### src/rtl/coin_accumulator_pkg.sv
// Shared types for the coin accumulator: FSM state encoding, coin codes and
// the coin-code to rupee value mapping.
package coin_acc_pkg;

   typedef enum logic [1:0] {
      IDLE    = 2'd0,
      COLLECT = 2'd1,
      OFFER   = 2'd2,
      REFUND  = 2'd3
   } state_t;

   localparam logic [1:0] COIN_5  = 2'b00;
   localparam logic [1:0] COIN_10 = 2'b01;
   localparam logic [1:0] COIN_20 = 2'b10;
   localparam logic [1:0] COIN_50 = 2'b11;

   function automatic logic [7:0] coin_value(input logic [1:0] code);
      logic [7:0] v;
      v = 8'd0;
      case (code)
         COIN_5:  v = 8'd5;
         COIN_10: v = 8'd10;
         COIN_20: v = 8'd20;
         COIN_50: v = 8'd50;
         default: v = 8'd0;
      endcase
      return v;
   endfunction

endpackage

### src/rtl/coin_accumulator_if.sv
// Coin-slot / vend-stage bus of the coin accumulator. master drives the
// customer and downstream inputs, slave is the accumulator itself.
interface coin_acc_if #(
   parameter int CW = 8
);
   logic          coin_valid;
   logic [1:0]    coin_type;
   logic          confirm;
   logic          cancel;
   logic          vend_ack;
   logic [CW-1:0] money_out;
   logic          money_valid;
   logic [CW-1:0] refund;
   logic          refund_valid;
   logic          coin_reject;
   logic [CW-1:0] credit;

   modport master (
      output coin_valid, coin_type, confirm, cancel, vend_ack,
      input  money_out, money_valid, refund, refund_valid, coin_reject, credit
   );

   modport slave (
      input  coin_valid, coin_type, confirm, cancel, vend_ack,
      output money_out, money_valid, refund, refund_valid, coin_reject, credit
   );
endinterface

### src/rtl/coin_accumulator_inactivity_timer.sv
// Idle-cycle counter: expired is high on the cycle the count has reached
// TIMEOUT_CYCLES-1 while enabled and not being cleared.
module inactivity_timer #(
   parameter int TIMEOUT_CYCLES = 1000
) (
   input  logic clk,
   input  logic reset,
   input  logic clear,
   input  logic enable,
   output logic expired
);
   localparam int TW = $clog2(TIMEOUT_CYCLES);
   localparam logic [TW-1:0] LAST = TW'(TIMEOUT_CYCLES - 1);

   logic [TW-1:0] r_count;

   always_ff @(posedge clk or posedge reset) begin
      if (reset) begin
         r_count <= '0;
      end else if (clear) begin
         r_count <= '0;
      end else if (enable && (r_count != LAST)) begin
         r_count <= r_count + 1'b1;
      end
   end

   assign expired = enable && !clear && (r_count == LAST);

endmodule

### src/rtl/coin_accumulator.sv
// Coin accumulator front end: sums coins into credit, offers it on confirm,
// refunds on cancel. Macro COIN_ACC_TIMEOUT_EN adds the inactivity auto-refund.
module coin_accumulator
   import coin_acc_pkg::*;
#(
   parameter int CW             = 8,
   parameter int MAX_CREDIT     = 200,
   parameter int TIMEOUT_CYCLES = 1000
) (
   input  logic     clk,
   input  logic     reset,
   coin_acc_if.slave bus
);
   state_t        r_state;
   logic [CW-1:0] r_credit;
   logic [CW-1:0] r_money_out;
   logic          r_money_valid;
   logic [CW-1:0] r_refund;
   logic          r_refund_valid;
   logic          r_coin_reject;

   logic [CW:0]   w_coin_val;
   logic [CW:0]   w_sum;
   logic          w_accept;
   logic [CW-1:0] w_credit_post;
   logic          w_tmr_en;
   logic          w_tmr_clr;
   logic          w_expired;

   // Sum is one bit wider than credit so an overflowing coin is rejected, not wrapped.
   assign w_coin_val    = (CW+1)'(coin_value(bus.coin_type));
   assign w_sum         = {1'b0, r_credit} + w_coin_val;
   assign w_accept      = bus.coin_valid && (w_sum <= (CW+1)'(MAX_CREDIT)) &&
                          ((r_state == IDLE) || (r_state == COLLECT));
   assign w_credit_post = w_accept ? w_sum[CW-1:0] : r_credit;

   assign w_tmr_en  = (r_state == COLLECT);
   assign w_tmr_clr = !w_tmr_en || w_accept;

`ifdef COIN_ACC_TIMEOUT_EN
   inactivity_timer #(
      .TIMEOUT_CYCLES(TIMEOUT_CYCLES)
   ) u_timer (
      .clk     (clk),
      .reset   (reset),
      .clear   (w_tmr_clr),
      .enable  (w_tmr_en),
      .expired (w_expired)
   );
`else
   logic w_unused_tmo;
   assign w_unused_tmo = ^{w_tmr_en, w_tmr_clr, 32'(TIMEOUT_CYCLES)};
   assign w_expired    = 1'b0;
`endif

   always_ff @(posedge clk or posedge reset) begin
      if (reset) begin
         r_state        <= IDLE;
         r_credit       <= '0;
         r_money_out    <= '0;
         r_money_valid  <= 1'b0;
         r_refund       <= '0;
         r_refund_valid <= 1'b0;
         r_coin_reject  <= 1'b0;
      end else begin
         r_coin_reject  <= bus.coin_valid && !w_accept;
         r_refund_valid <= 1'b0;
         case (r_state)
            IDLE: begin
               r_credit <= w_credit_post;
               if (w_accept) begin
                  r_state <= COLLECT;
               end
            end
            COLLECT: begin
               r_credit <= w_credit_post;
               // cancel outranks confirm; the same-cycle coin is already in w_credit_post
               if (bus.cancel || (w_expired && !bus.confirm)) begin
                  r_refund       <= w_credit_post;
                  r_refund_valid <= 1'b1;
                  r_state        <= REFUND;
               end else if (bus.confirm && (w_credit_post != '0)) begin
                  r_money_out   <= w_credit_post;
                  r_money_valid <= 1'b1;
                  r_state       <= OFFER;
               end
            end
            OFFER: begin
               if (bus.vend_ack) begin
                  r_money_out   <= '0;
                  r_money_valid <= 1'b0;
                  r_credit      <= '0;
                  r_state       <= IDLE;
               end
            end
            REFUND: begin
               r_credit <= '0;
               r_state  <= IDLE;
            end
            default: begin
               r_state <= IDLE;
            end
         endcase
      end
   end

   assign bus.money_out    = r_money_out;
   assign bus.money_valid  = r_money_valid;
   assign bus.refund       = r_refund;
   assign bus.refund_valid = r_refund_valid;
   assign bus.coin_reject  = r_coin_reject;
   assign bus.credit       = r_credit;

endmodule

### src/flat_wrapper.sv
// flat-port wrapper written by rule: the top's interface ports become plain ports
module coin_accumulator_flat import coin_acc_pkg::*;
#(
   parameter int CW             = 8,
   parameter int MAX_CREDIT     = 200,
   parameter int TIMEOUT_CYCLES = 1000
)
  (clk, reset, bus_coin_valid, bus_coin_type, bus_confirm, bus_cancel, bus_vend_ack, bus_money_out, bus_money_valid, bus_refund, bus_refund_valid, bus_coin_reject, bus_credit);
  coin_acc_if #(.CW(CW)) bus_i ();
  input  logic clk;
  input  logic reset;
  input wire logic [$bits(bus_i.coin_valid)-1:0] bus_coin_valid;
  input wire logic [$bits(bus_i.coin_type)-1:0] bus_coin_type;
  input wire logic [$bits(bus_i.confirm)-1:0] bus_confirm;
  input wire logic [$bits(bus_i.cancel)-1:0] bus_cancel;
  input wire logic [$bits(bus_i.vend_ack)-1:0] bus_vend_ack;
  output wire logic [$bits(bus_i.money_out)-1:0] bus_money_out;
  output wire logic [$bits(bus_i.money_valid)-1:0] bus_money_valid;
  output wire logic [$bits(bus_i.refund)-1:0] bus_refund;
  output wire logic [$bits(bus_i.refund_valid)-1:0] bus_refund_valid;
  output wire logic [$bits(bus_i.coin_reject)-1:0] bus_coin_reject;
  output wire logic [$bits(bus_i.credit)-1:0] bus_credit;
  assign bus_i.coin_valid = bus_coin_valid;
  assign bus_i.coin_type = bus_coin_type;
  assign bus_i.confirm = bus_confirm;
  assign bus_i.cancel = bus_cancel;
  assign bus_i.vend_ack = bus_vend_ack;
  assign bus_money_out = bus_i.money_out;
  assign bus_money_valid = bus_i.money_valid;
  assign bus_refund = bus_i.refund;
  assign bus_refund_valid = bus_i.refund_valid;
  assign bus_coin_reject = bus_i.coin_reject;
  assign bus_credit = bus_i.credit;
  coin_accumulator #(.CW(CW), .MAX_CREDIT(MAX_CREDIT), .TIMEOUT_CYCLES(TIMEOUT_CYCLES)) u_core (.clk(clk), .reset(reset), .bus(bus_i));
endmodule
### config.mk
export PLATFORM = sky130hd
export DESIGN_NAME = coin_accumulator_flat
export DESIGN_NICKNAME = d
export VERILOG_FILES = /design/src/rtl/coin_accumulator_pkg.sv /design/src/rtl/coin_accumulator_if.sv /design/src/rtl/coin_accumulator_inactivity_timer.sv /design/src/rtl/coin_accumulator.sv /design/src/flat_wrapper.sv
export SDC_FILE = /design/constraint.sdc
export NUM_CORES = 1
export LEC_CHECK = 0
export CORE_MARGIN = 2
export CORE_UTILIZATION = 45
export DETAILED_ROUTE_END_ITERATION = 7
export PLACE_DENSITY = 0.85
export SLEW_MARGIN = 0
export SYNTH_ARGS = -nofsm -noshare
export SYNTH_HDL_FRONTEND = slang
export SYNTH_HIERARCHICAL = 1
export SYNTH_SLANG_ARGS = --single-unit
### constraint.sdc
create_clock -name clk -period 2.5 [get_ports clk]
set_input_delay 0.375 -clock clk [delete_from_list [all_inputs] [get_ports clk]]
set_output_delay 0.375 -clock clk [all_outputs]
set_load 0.02 [all_outputs]
# [Word level (Yosys, flattened, before mapping)]
# Cells that the tools add are included.
# Widths: inputs -> output; s select.
[totals] reg_bits=29 in_bits=8 out_inout_bits=27 wordCells=52
[op_classes] n_addsub=1 magnitude_cmp=1 eq_ne=11 mux=18 n_reduce_logical=14
[op_table] operator="$mux 8" n=4
[op_table] operator="$pmux 8 s4" n=1
[op_table] operator="$pmux 8 s3" n=1
[op_table] operator="$pmux 8 s2" n=1
[op_table] operator="$add 8x8->9" n=1
[op_table] operator="$le 9x8->1 const B" n=1
[op_table] operator="$eq 2x2->1 const B" n=4
[op_table] operator="$mux 2" n=4
[op_table] operator="$pmux 2 s4" n=1
[op_table] operator="$reduce_bool 8->1" n=1
[op_table] operator="$ne 2x2->1 const B" n=3
[op_table] operator="$mux 1" n=5
[op_table] operator="$eq 2x1->1 const B" n=2
[op_table] operator="$logic_and 1x1->1" n=4
[op_table] operator="$logic_not 2->1" n=2
[op_table] operator="$reduce_and 4->1" n=1
[op_table] operator="$ne 3x3->1 const B" n=1
[op_table] operator="$reduce_and 3->1" n=1
[op_table] operator="$ne 2x1->1 const B" n=1
[op_table] operator="$pmux 1 s2" n=1
[op_table] operator="$reduce_and 2->1" n=1
[op_table] operator="$reduce_bool 2->1" n=1
[op_table] operator="$reduce_or 2->1" n=1
[op_table] operator="$logic_not 1->1" n=1
[op_table] operator="$logic_or 1x1->1" n=1

# [Logic depth before layout (Yosys ltp)]
[logic_depth] depth_word=12 ltp_mapped=12 ltp_nobuf=11

# [Least setup slack after synthesis]
# Ideal clock, no wire load.
[synth_path] kind="register to register" from="reg u_core.r_credit[0], in the netlist u_core/bus.credit[0]" to="reg u_core.r_refund[2], in the netlist u_core/bus.refund[2]" setup_ns=0.132 arrival_time_ns=2.805 required_ns=2.368 slack_ns=-0.437 stages_incl_launch_ff=12 n_path_buf=1 period_less_slack_ns=2.937 path_cell_list="dfrtp_1 -> ha_1 -> inv_1 -> fa_1 -> and2b_1 -> o221ai_2 -> a31oi_2 -> a21oi_1 -> a211oi_4 -> buf_6 -> mux2i_1 -> o21ai_0"
[synth_between] elab_chain_len=5
[synth_lines] element="start: declaration" line_no="coin_accumulator.sv:15" source="logic [CW-1:0] r_credit;"
[synth_lines] element="start signal: assignment" line_no="coin_accumulator.sv:70" source="r_credit <= w_credit_post;"
[synth_lines] element="start signal: assignment" line_no="coin_accumulator.sv:76" source="r_credit <= w_credit_post;"
[synth_lines] element="$add 8x8->9 *" line_no="coin_accumulator.sv:32" source="assign w_sum = {1'b0, r_credit} + w_coin_val;"
[synth_lines] element="$le 9x8->1" line_no="coin_accumulator.sv:33" source="assign w_accept = bus.coin_valid && (w_sum <= (CW+1)'(MAX_CREDIT)) &&"
[synth_lines] element="$logic_and 1x1->1 (2 in a row)" line_no="coin_accumulator.sv:33"
[synth_lines] element="$mux 8 *" line_no="coin_accumulator.sv:35" source="assign w_credit_post = w_accept ? w_sum[CW-1:0] : r_credit;"
[synth_lines] element="end signal: assignment" line_no="coin_accumulator.sv:79" source="r_refund <= w_credit_post;"
[synth_lines] element="end: declaration" line_no="coin_accumulator.sv:18" source="logic [CW-1:0] r_refund;"
# Every way passes the cells marked *; elsewhere a longest branch is shown, timed or not.
# A chain may end at the register's enable or synchronous reset.

# [Final worst setup path]
[layout_path] from="in bus_coin_type[0]" to="reg u_core.r_refund[2], in the netlist u_core/bus.refund[2]"
[layout_between] elab_chain_len=7 elab_cells_between_ends=10 classes_between="add/sub: 1; order compare: 1; eq/ne: 3; mux: 2; reduce/logical: 3"
[layout_lines] element="start: declaration" line_no="flat_wrapper.sv:13" source="input wire logic [$bits(bus_i.coin_type)-1:0] bus_coin_type;"
[layout_lines] element="$eq 2x2->1, or another cell as far along" line_no="coin_accumulator_pkg.sv:20" source="case (code)"
[layout_lines] element="$pmux 8 s4 *" line_no="coin_accumulator_pkg.sv:20"
[layout_lines] element="$add 8x8->9 *" line_no="coin_accumulator.sv:32"
[layout_lines] element="$le 9x8->1" line_no="coin_accumulator.sv:33"
[layout_lines] element="$logic_and 1x1->1 (2 in a row)" line_no="coin_accumulator.sv:33"
[layout_lines] element="$mux 8 *" line_no="coin_accumulator.sv:35"
# Every way passes the cells marked *; elsewhere a longest branch is shown, timed or not. The select of a mux whose other input is x is not followed.

==> qor.csv <==
stage,metric,value,unit
outcome,status,"finished, violations left",
outcome,violations,negative setup slack,
layout,fin_area,2780,um^2
floorplanning,io_pins,35,
sta,hold_slack,0.489,ns
logic_synthesis,syn-num-nets,199,
clock_tree,clk_path_buf_depth,2,
floorplanning,fp.dieW,66.4,um
logic_synthesis,synth.cell_area,1750,um^2
sta,setup_ws,-0.292,ns
setup_path,worstSetupStartpoint,bus_coin_type[0],
layout,post_layout_nonfiller_instances,319,
placement,gp_congestion,0.876,
setup_path,r2r_cells,11,
logic_synthesis,synth-seq-cells,29,
clock_tree,htreeDepth,2,
logic_synthesis,synth_ff_type,dfrtp_1,
layout,seqCellArea,727,um^2
sta,rsz0062_at_grt,yes,
route,drc_errors,0,
clock_tree,ctsHoldBuffers,0,
setup_path,arrival,2.93,ns
placement,placed_area,2490,um^2
sta,timing.fmax,358,MHz
route,vias_per_cell,5.56,
route,vias,1773,
setup_path,critical_path.endpoint,u_core/bus.refund[2],
layout,final.fill_count,243,
clock_tree,root_buffer,clkbuf_8,
flow_run,maxCapViolCount,0,
layout,nets,285,
route,dr.pass1.iters,4,
setup_path,crit_path_start_kind,input port,
power_and_ir_drop,power,4.10,mW
layout,layout_common_cells,"46 x buf_4, 32 x clkdlybuf4s50_1, 28 x dfrtp_1",
global_routing,overflow,0,
logic_synthesis,synth_simple_gate_area_frac,0.166,
logic_synthesis,yosys.area_share.adder,0.0543,
worst_hold_path,hold_class,flip-flop to flip-flop,
global_routing,antenna_found_initial,0,
floorplanning,start_util,0.475,
setup_path,crit_required,2.64,ns
setup_path,worstSetupPathType,input port to flip-flop,
logic_synthesis,synth-edff-count,0,
sta,setup_viol,28,
route,wirelength,5420,um
power_and_ir_drop,p_per_area,1480,nW/um^2
floorplanning,dieHeight,66.4,um
logic_synthesis,synth_compound_area_frac,0.221,
placement,port_buffers,34,
layout,insertedDiodeCount,0,
logic_synthesis,yosysWarnings,6,
power_and_ir_drop,vdd_drop_max,0.00103,V
logic_synthesis,yosysUniqueCellTypes,47,
setup_path,cp_max_fo,5,
clock_tree,cts_sinks,29,
sta,fin_crit_sh,1.12,
sta,hold_viol_final,0,
sta,worstMarginPinSlew,0.775,ns
logic_synthesis,postSynthCellCount,184,
clock_tree,clk_pin_slew,0.06,ns
sta,fin_skew,0.00541,ns
route,drt_iter0_markers,109,
logic_synthesis,synth_top_family_by_area,compound AO/OA/AOI/OAI gates,
global_routing,grt_pass1_wl,8420,um
logic_synthesis,synthXorXnorAreaFrac,0.0200,
global_routing,grt_use_total,0.261,
logic_synthesis,yosysSeqAreaShare,0.414,
layout,multi_input_area,1100,um^2
clock_tree,cts_made_buffers,5,
floorplanning,num_rows,22,
placement,post-dp-hpwl,3690,um
setup_path,critPathCaptureType,flip-flop,
sta,post-route-min-period,2.79,ns
logic_synthesis,synth_area_per_cell,9.52,um^2
route,antenna_left,0,
sta,slew_violations,0,
setup_path,timing.rr.start,u_core/bus.credit[0],
placement,place_inst,303,
layout,postLayoutCoreUtil,0.752,
global_routing,grt_pass1_vias,1756,
layout,area_growth,58.4,%
layout,layout-drive-gt1-share,0.339,
floorplanning,die_area,4410,um^2
route,wl_per_cell,17.0,um
setup_path,r2r_slack,-0.26,ns
clock_tree,clkLatencyLatePin,0.28,ns
floorplanning,core-area,3690,um^2
power_and_ir_drop,cellLeakagePower,1.26,nW
setup_path,r2r_end,u_core/bus.refund[2],
sta,maxSlewHeadroom,0.483,
clock_tree,cts_tree,done,
logic_synthesis,synthMuxAreaShare,0.0814,
global_routing,grt_max_degree,22,
layout,final_common_cell,buf_4,
logic_synthesis,synthArstFlopShare,1.00,
## where the power goes
part / switching, mW / total [mW] / internal (mW)
Combinational: 1.47 / 2.87 / 1.40
Sequential: 0.150 / 0.830 / 0.680
Clock: 0.174 / 0.398 / 0.224
Total: 1.80 / 4.10 / 2.30
## state kept, by name (all words and copies together) (netlist names)
signal / flops
u_core/bus.refund: 8
u_core/r_state: 2
u_core/bus.coin_reject: 1
u_core/bus.money_valid: 1
u_core/bus.credit: 8
u_core/bus.refund_valid: 1
u_core/bus.money_out: 8
## Yosys cell counts (4+ instances only)
master / n / share of area
a21oi_1: 8 / 0.023
nor2b_1: 4 / 0.014
ha_1: 6 / 0.043
a21o_1: 5 / 0.021
mux2i_1: 12 / 0.069
and2_1: 4 / 0.014
nor2_1: 5 / 0.011
o21ai_0: 14 / 0.040
inv_1: 13 / 0.028
nand2_1: 28 / 0.060
dfrtp_1: 29 / 0.41
nor3_1: 7 / 0.020
## critical path, stage by stage
cell and delay, ns:
clkdlybuf4s15_2 0.20, buf_4 0.13, inv_1 0.04, ha_1 0.31, buf_4 0.13, nand3_1 0.13
o22ai_2 0.26, mux2i_2 0.31, a2111oi_4 0.10, a211oi_4 0.36, buf_6 0.19, mux2i_4 0.27
o21ai_1 0.09
## kinds of logic (layout without fill, tap and decap cells)
kind of cell | Yosys count | after routing
and+or+nand+nor | 60 | 60
DFF | 29 | 29
AOI/OAI and AO/OA | 52 | 52
xor gates and xnor gates | 4 | 4
adders and majority gates | 7 | 7
buffers and inverters | 18 | 105
muxes | 14 | 14
## per-layer routing
layer | share of wire | global-route usage | vias to the layer above
li1 | - | - | 828
met1 | 0.42 | 0.318 | 867
met2 | 0.50 | 0.440 | 61
met3 | 0.045 | 0.0562 | 17
met4 | 0.030 | 0.112 | 0
met5 | 0 | 0 | -
## worst min-delay path by stage
stage / cells after the start / slack (ns) / to / from
5_1_grt: 2 / 0.53 / u_core/bus.refund[7] / u_core/bus.refund[7]
2_1_floorplan: 1 / 0.45 / u_core/bus.coin_reject / reset
3_5_place_dp: 2 / 0.47 / u_core/bus.money_valid / u_core/bus.money_valid
4_1_cts: 2 / 0.48 / u_core/bus.money_valid / u_core/bus.money_valid
3_3_place_gp: 2 / 0.47 / u_core/bus.money_valid / u_core/bus.money_valid
6_report: 2 / 0.49 / u_core/bus.money_valid / u_core/bus.money_valid
## what timing repair did
action,4_1_cts,5_1_grt
buffers inserted,4,3
gates resized for setup,21,13
endpoints found under the hold margin,0,0
pin swaps,12,9
endpoints found under the setup margin,28,28
gates cloned,0,1
## through the flow
stage	setup TNS [ns]	setup WS, ns
after floorplan	-3.98	-0.234
after global placement	-20.94	-0.844
after detailed placement	-22.45	-0.922
after CTS	-3.83	-0.202
after global routing	-7.68	-0.358
final	-5.65	-0.292
## area by class of cell
cell class,count,area share
Inverter,13,0.0176
Multi-Input combinational cell,137,0.398
Clock buffer,8,0.0325
Timing Repair Buffer,84,0.268
Sequential cell,29,0.262
Tap cell,48,0.0216
No activity file was read; power rests on OpenSTA's default activity.
